### src/rtl/gpio_pad_ctrl.sv
// Single GPIO pad: registered config/drive, 2-flop input sync, debounce, edge IRQ.
// Latency: in_val follows a stable pin change after db_len+3 edges; irq one edge after in_val.
module gpio_pad_ctrl #(
    parameter int DB_W = 4
) (
    input  logic            clk,
    input  logic            rst,
    input  logic            cfg_we,
    input  logic            cfg_dir,
    input  logic [1:0]      cfg_pull,
    input  logic [DB_W-1:0] cfg_db_len,
    input  logic [1:0]      cfg_irq_mode,
    input  logic            out_we,
    input  logic            out_val,
    input  logic            irq_clr,
    output logic            pad_din,
    output logic            pad_oen,
    output logic [1:0]      pad_pull,
    input  logic            pad_dout,
    output logic            in_val,
    output logic            irq
);

    logic [DB_W-1:0] db_len;
    logic [1:0]      irq_mode;
    logic [DB_W-1:0] cnt;
    logic            s1;
    logic            s2;
    logic            irq_pend;
    logic            upd;
    logic            rise;
    logic            fall;
    logic            set_pend;

    // >= rather than == so a shortened db_len takes effect on an in-flight count.
    always_comb begin
        upd      = pad_oen && (s2 != in_val) && (cnt >= db_len);
        rise     = upd && s2;
        fall     = upd && !s2;
        set_pend = (rise && irq_mode[0]) || (fall && irq_mode[1]);
    end

    // pad_oen doubles as the (inverted) direction register.
    always_ff @(posedge clk) begin
        if (rst) begin
            pad_oen  <= 1'b1;
            pad_pull <= 2'b00;
            db_len   <= '0;
            irq_mode <= 2'b00;
            pad_din  <= 1'b0;
        end else begin
            if (cfg_we) begin
                pad_oen  <= ~cfg_dir;
                pad_pull <= cfg_dir ? 2'b00 : cfg_pull;
                db_len   <= cfg_db_len;
                irq_mode <= cfg_irq_mode;
            end
            if (out_we) begin
                pad_din <= out_val;
            end
        end
    end

    // Sync and debounce freeze while driving so a floating pad never leaks in.
    always_ff @(posedge clk) begin
        if (rst) begin
            s1     <= 1'b0;
            s2     <= 1'b0;
            cnt    <= '0;
            in_val <= 1'b0;
        end else if (pad_oen) begin
            s1 <= pad_dout;
            s2 <= s1;
            if (s2 == in_val) begin
                cnt <= '0;
            end else if (upd) begin
                in_val <= s2;
                cnt    <= '0;
            end else begin
                cnt <= cnt + DB_W'(1);
            end
        end else begin
            cnt <= '0;
        end
    end

    always_ff @(posedge clk) begin
        if (rst) begin
            irq_pend <= 1'b0;
            irq      <= 1'b0;
        end else begin
            if (set_pend) begin
                irq_pend <= 1'b1;
            end else if (irq_clr) begin
                irq_pend <= 1'b0;
            end
            irq <= irq_pend;
        end
    end

endmodule

### config.mk
export PLATFORM = sky130hd
export DESIGN_NAME = gpio_pad_ctrl
export DESIGN_NICKNAME = d
export VERILOG_FILES = /design/src/rtl/gpio_pad_ctrl.sv
export SDC_FILE = /design/constraint.sdc
export NUM_CORES = 1
export LEC_CHECK = 0
export ABC_AREA = 1
export BUFFER_PORTS_ARGS = -buffer_cell sky130_fd_sc_hd__buf_2
export CAP_MARGIN = 10
export CORE_MARGIN = 2
export CORE_UTILIZATION = 49
export DETAILED_ROUTE_END_ITERATION = 8
export PLACE_DENSITY = 0.76
export SKIP_CTS_REPAIR_TIMING = 1
export SYNTH_ARGS = -nofsm -noshare
export SYNTH_HDL_FRONTEND = slang
export SYNTH_SLANG_ARGS = --single-unit
### constraint.sdc
create_clock -name clk -period 1.6 [get_ports clk]
set_input_delay 0 -clock clk [delete_from_list [all_inputs] [get_ports clk]]
set_output_delay 0 -clock clk [all_outputs]
set_load 0.01 [all_outputs]
==> results.yml <==
setup_path:
  crit_arrival_ns: 1.64
  r2r-end: "cnt[2]"
  cpLargestDelayFamily: "simple AND/OR/NAND/NOR gates"
  cp-startpoint: "db_len[1]"
  r2r_cells: 8
  crit_chain: "inv_1, ha_1, nand2_1, nand2_1, nand2_1, nand3_1, nand3b_1, nor2_1"
  end_kind: "flip-flop"
  r2r_slack_ns: 0.19
  critPathBufInv: 1
  cp.required_ns: 1.83
  startpoint_type: "flip-flop"
  slowest_stage: "dfxtp_1"
  path_depth: 8
  cp-endpoint: "cnt[2]"
  slowest_delay_ns: 0.33
  r2r-start: "db_len[1]"
  crit_top_cell: "nand2_1"
  critical_path_class: "reg2reg"
  worst-path-max-fanout: 4
timing:
  min_period_ns: 1.41
  tightest_slew_ns: 0.353
  drv_slew: 0
  rsz0062_at_grt: "no"
  finalCritPeriodShare_pct: 88.2
  setup_tns_ns: 0
  fin_ws_ns: 0.189
  hold_viol_final: 5
  fmax_mhz: 709
  fin_hold_ws_ns: -0.0213
  skew_ns: 0.00504
  setup_viol: 0
  relSlewSlack_pct: 76.4
cells_and_area:
  layout.nets: 155
  fin_area_um2: 1030
  area_growth_pct: 31.5
  final_util_pct: 68.3
  n_antenna_cell: 0
  fin_cells: 149
  layout-drive-gt1-share_pct: 19.5
route:
  wl_um: 1600
  drcViolationCount: 0
  vias: 723
  post_drt_wl_per_cell_um: 10.7
  antenna_left: 0
  drt_iter0_drc: 7
  vias_per_cell: 4.85
  dr.pass1.iters: 4
power_and_ir_drop:
  clockPowerShare_pct: 27.5
  pwr_density_cell_nw_per_um2: 842
  power.total_mw: 0.866
  pwr-share-seq_pct: 58.5
  p_int_mw: 0.652
  p_comb_share_pct: 14.1
  ir_worst_vdd_v: 0.000615
  power_switching_share_pct: 24.7
  p_leak_nw: 0.494
  power.switching_mw: 0.214
global_routing:
  grt_pass1_vias: 673
  antenna_found_initial: 0
  grt.total_usage_pct: 17.9
  grt.overflow.total: 0
  grt_max_degree: 15
  grt_first_pass_wirelength_um: 2570
clock_network:
  clk_latency_ns: 0.29
  clk_pin_slew_ns: 0.11
  cts_tree: "done"
  cts_max_level: 1
  cts_root_buffer: "clkbuf_4"
  clock_sinks: 19
  clockBufferDepth: 2
  cts_buffers: 3
synthesis:
  syn_area_um2: 782
  syn_nets: 120
  avgSynthCellArea_um2: 7.90
  ys_warn_count: 0
  ys_ff_latch: 19
  ys_seq_area_share_pct: 48.6
  ys_types: 15
  synth_cells: 99
worst_hold_path:
  hp-class: "in2reg"
outcome:
  violations: "negative hold slack"
  status: "complete, but fails checks"
placed_design:
  dp_slack_ns: 0.219
  hpwl_um: 1070
  placedCellCount: 135
  place_congestion: 0.797
  placed_cell_area_um2: 902
  port-buffer-count: 21
floorplanning:
  core-area_um2: 1510
  die_h_um: 44.0
  rows: 14
  start_util_pct: 51.9
  ios: 22
  dieArea_um2: 1930
  die_x_um: 44.0
job:
  maxCapViolations: 0
tightest hold or removal path: cells and delay by family:
| family | cells | cell delay, ns |
|---|---|---|
| buffers and inverters | 1 | 0.13 |
| and+or+nand+nor | 1 | 0.06 |
| AOI/OAI and AO/OA | 1 | 0.06 |
final cells by class:
cell class | count | area (um^2)
fillers | 127 | 478
flip-flops and latches | 19 | 380
multi-input cells | 64 | 340
repair buffers | 31 | 205
inverters | 15 | 56.3
clock buffers | 4 | 26.3
well taps | 16 | 20.0
routing by layer:
metal	part of all wire [%]	GRT usage, %	up-vias	routed length, um
li1	-	-	389	-
met1	45	22.3	317	712
met2	50	29.7	15	806
met3	3.9	3.75	2	62
met4	0.94	7.27	0	15
met5	0	0	-	0
cells by family (layout without fill, tap and decap cells):
logic type | Yosys count | count (layout) | share of synthesized area [%]
and+or+nand+nor | 36 | 36 | 19.4
AOI/OAI and AO/OA | 20 | 20 | 12.8
DFF | 19 | 19 | 48.6
buffers and inverters | 16 | 50 | 7.84
adders and majority gates | 5 | 5 | 8.00
xor gates and xnor gates | 3 | 3 | 3.36
cell usage in the layout (no fill, tap or decap):
master / n
inv_1: 15
clkbuf_1: 1
a21oi_1: 10
xnor2_1: 2
nand3_1: 4
nor2_2: 1
xor2_1: 1
dfxtp_1: 19
ha_1: 5
dlygate4sd3_1: 10
or2_2: 1
buf_2: 21
nand3b_1: 1
o21ai_0: 10
clkbuf_4: 3
nand2_1: 11
nand4_1: 1
nor2_1: 17
synth_stat cells:
master    number  area (um^2)
dfxtp_1       19          380
or2_2          1         6.26
a21oi_1       10         50.1
xor2_1         1         8.76
nor2_1        17         63.8
nand2_1       11         41.3
buf_2          1         5.00
nand3b_1       1         7.51
nand4_1        1         6.26
ha_1           5         62.6
nand3_1        4         20.0
o21ai_0       10         50.1
xnor2_1        2         17.5
nor2_2         1         6.26
inv_1         15         56.3
worst min-delay path by stage:
stage | start | slack, ns | to | depth (start not counted)
floorplan | rst | 0.07 | in_val | 1
global placement | out_we | 0.19 | pad_din | 2
detailed placement | out_we | 0.19 | pad_din | 2
CTS | out_we | -0.13 | pad_din | 2
global route | cfg_irq_mode[0] | 0.006 | irq_mode[0] | 3
finish | rst | -0.02 | pad_oen | 3
power groups by stage:
stage | Sequential [mW] | Clock [mW] | Combinational, mW
2_1_floorplan | 0.518 | 0 | 0.0623
3_3_place_gp | 0.516 | 0 | 0.0984
3_5_place_dp | 0.517 | 0 | 0.102
4_1_cts | 0.506 | 0.242 | 0.103
5_1_grt | 0.509 | 0.260 | 0.142
6_report | 0.506 | 0.238 | 0.122
state kept, by name, summed over array words and instances, names as in the netlist:
| name | flops |
|---|---|
| cnt | 4 |
| in_val | 1 |
| s1 | 1 |
| irq_pend | 1 |
| pad_pull | 2 |
| db_len | 4 |
| s2 | 1 |
| pad_din | 1 |
| irq | 1 |
| irq_mode | 2 |
| pad_oen | 1 |
(Power assumes the default switching activity.)
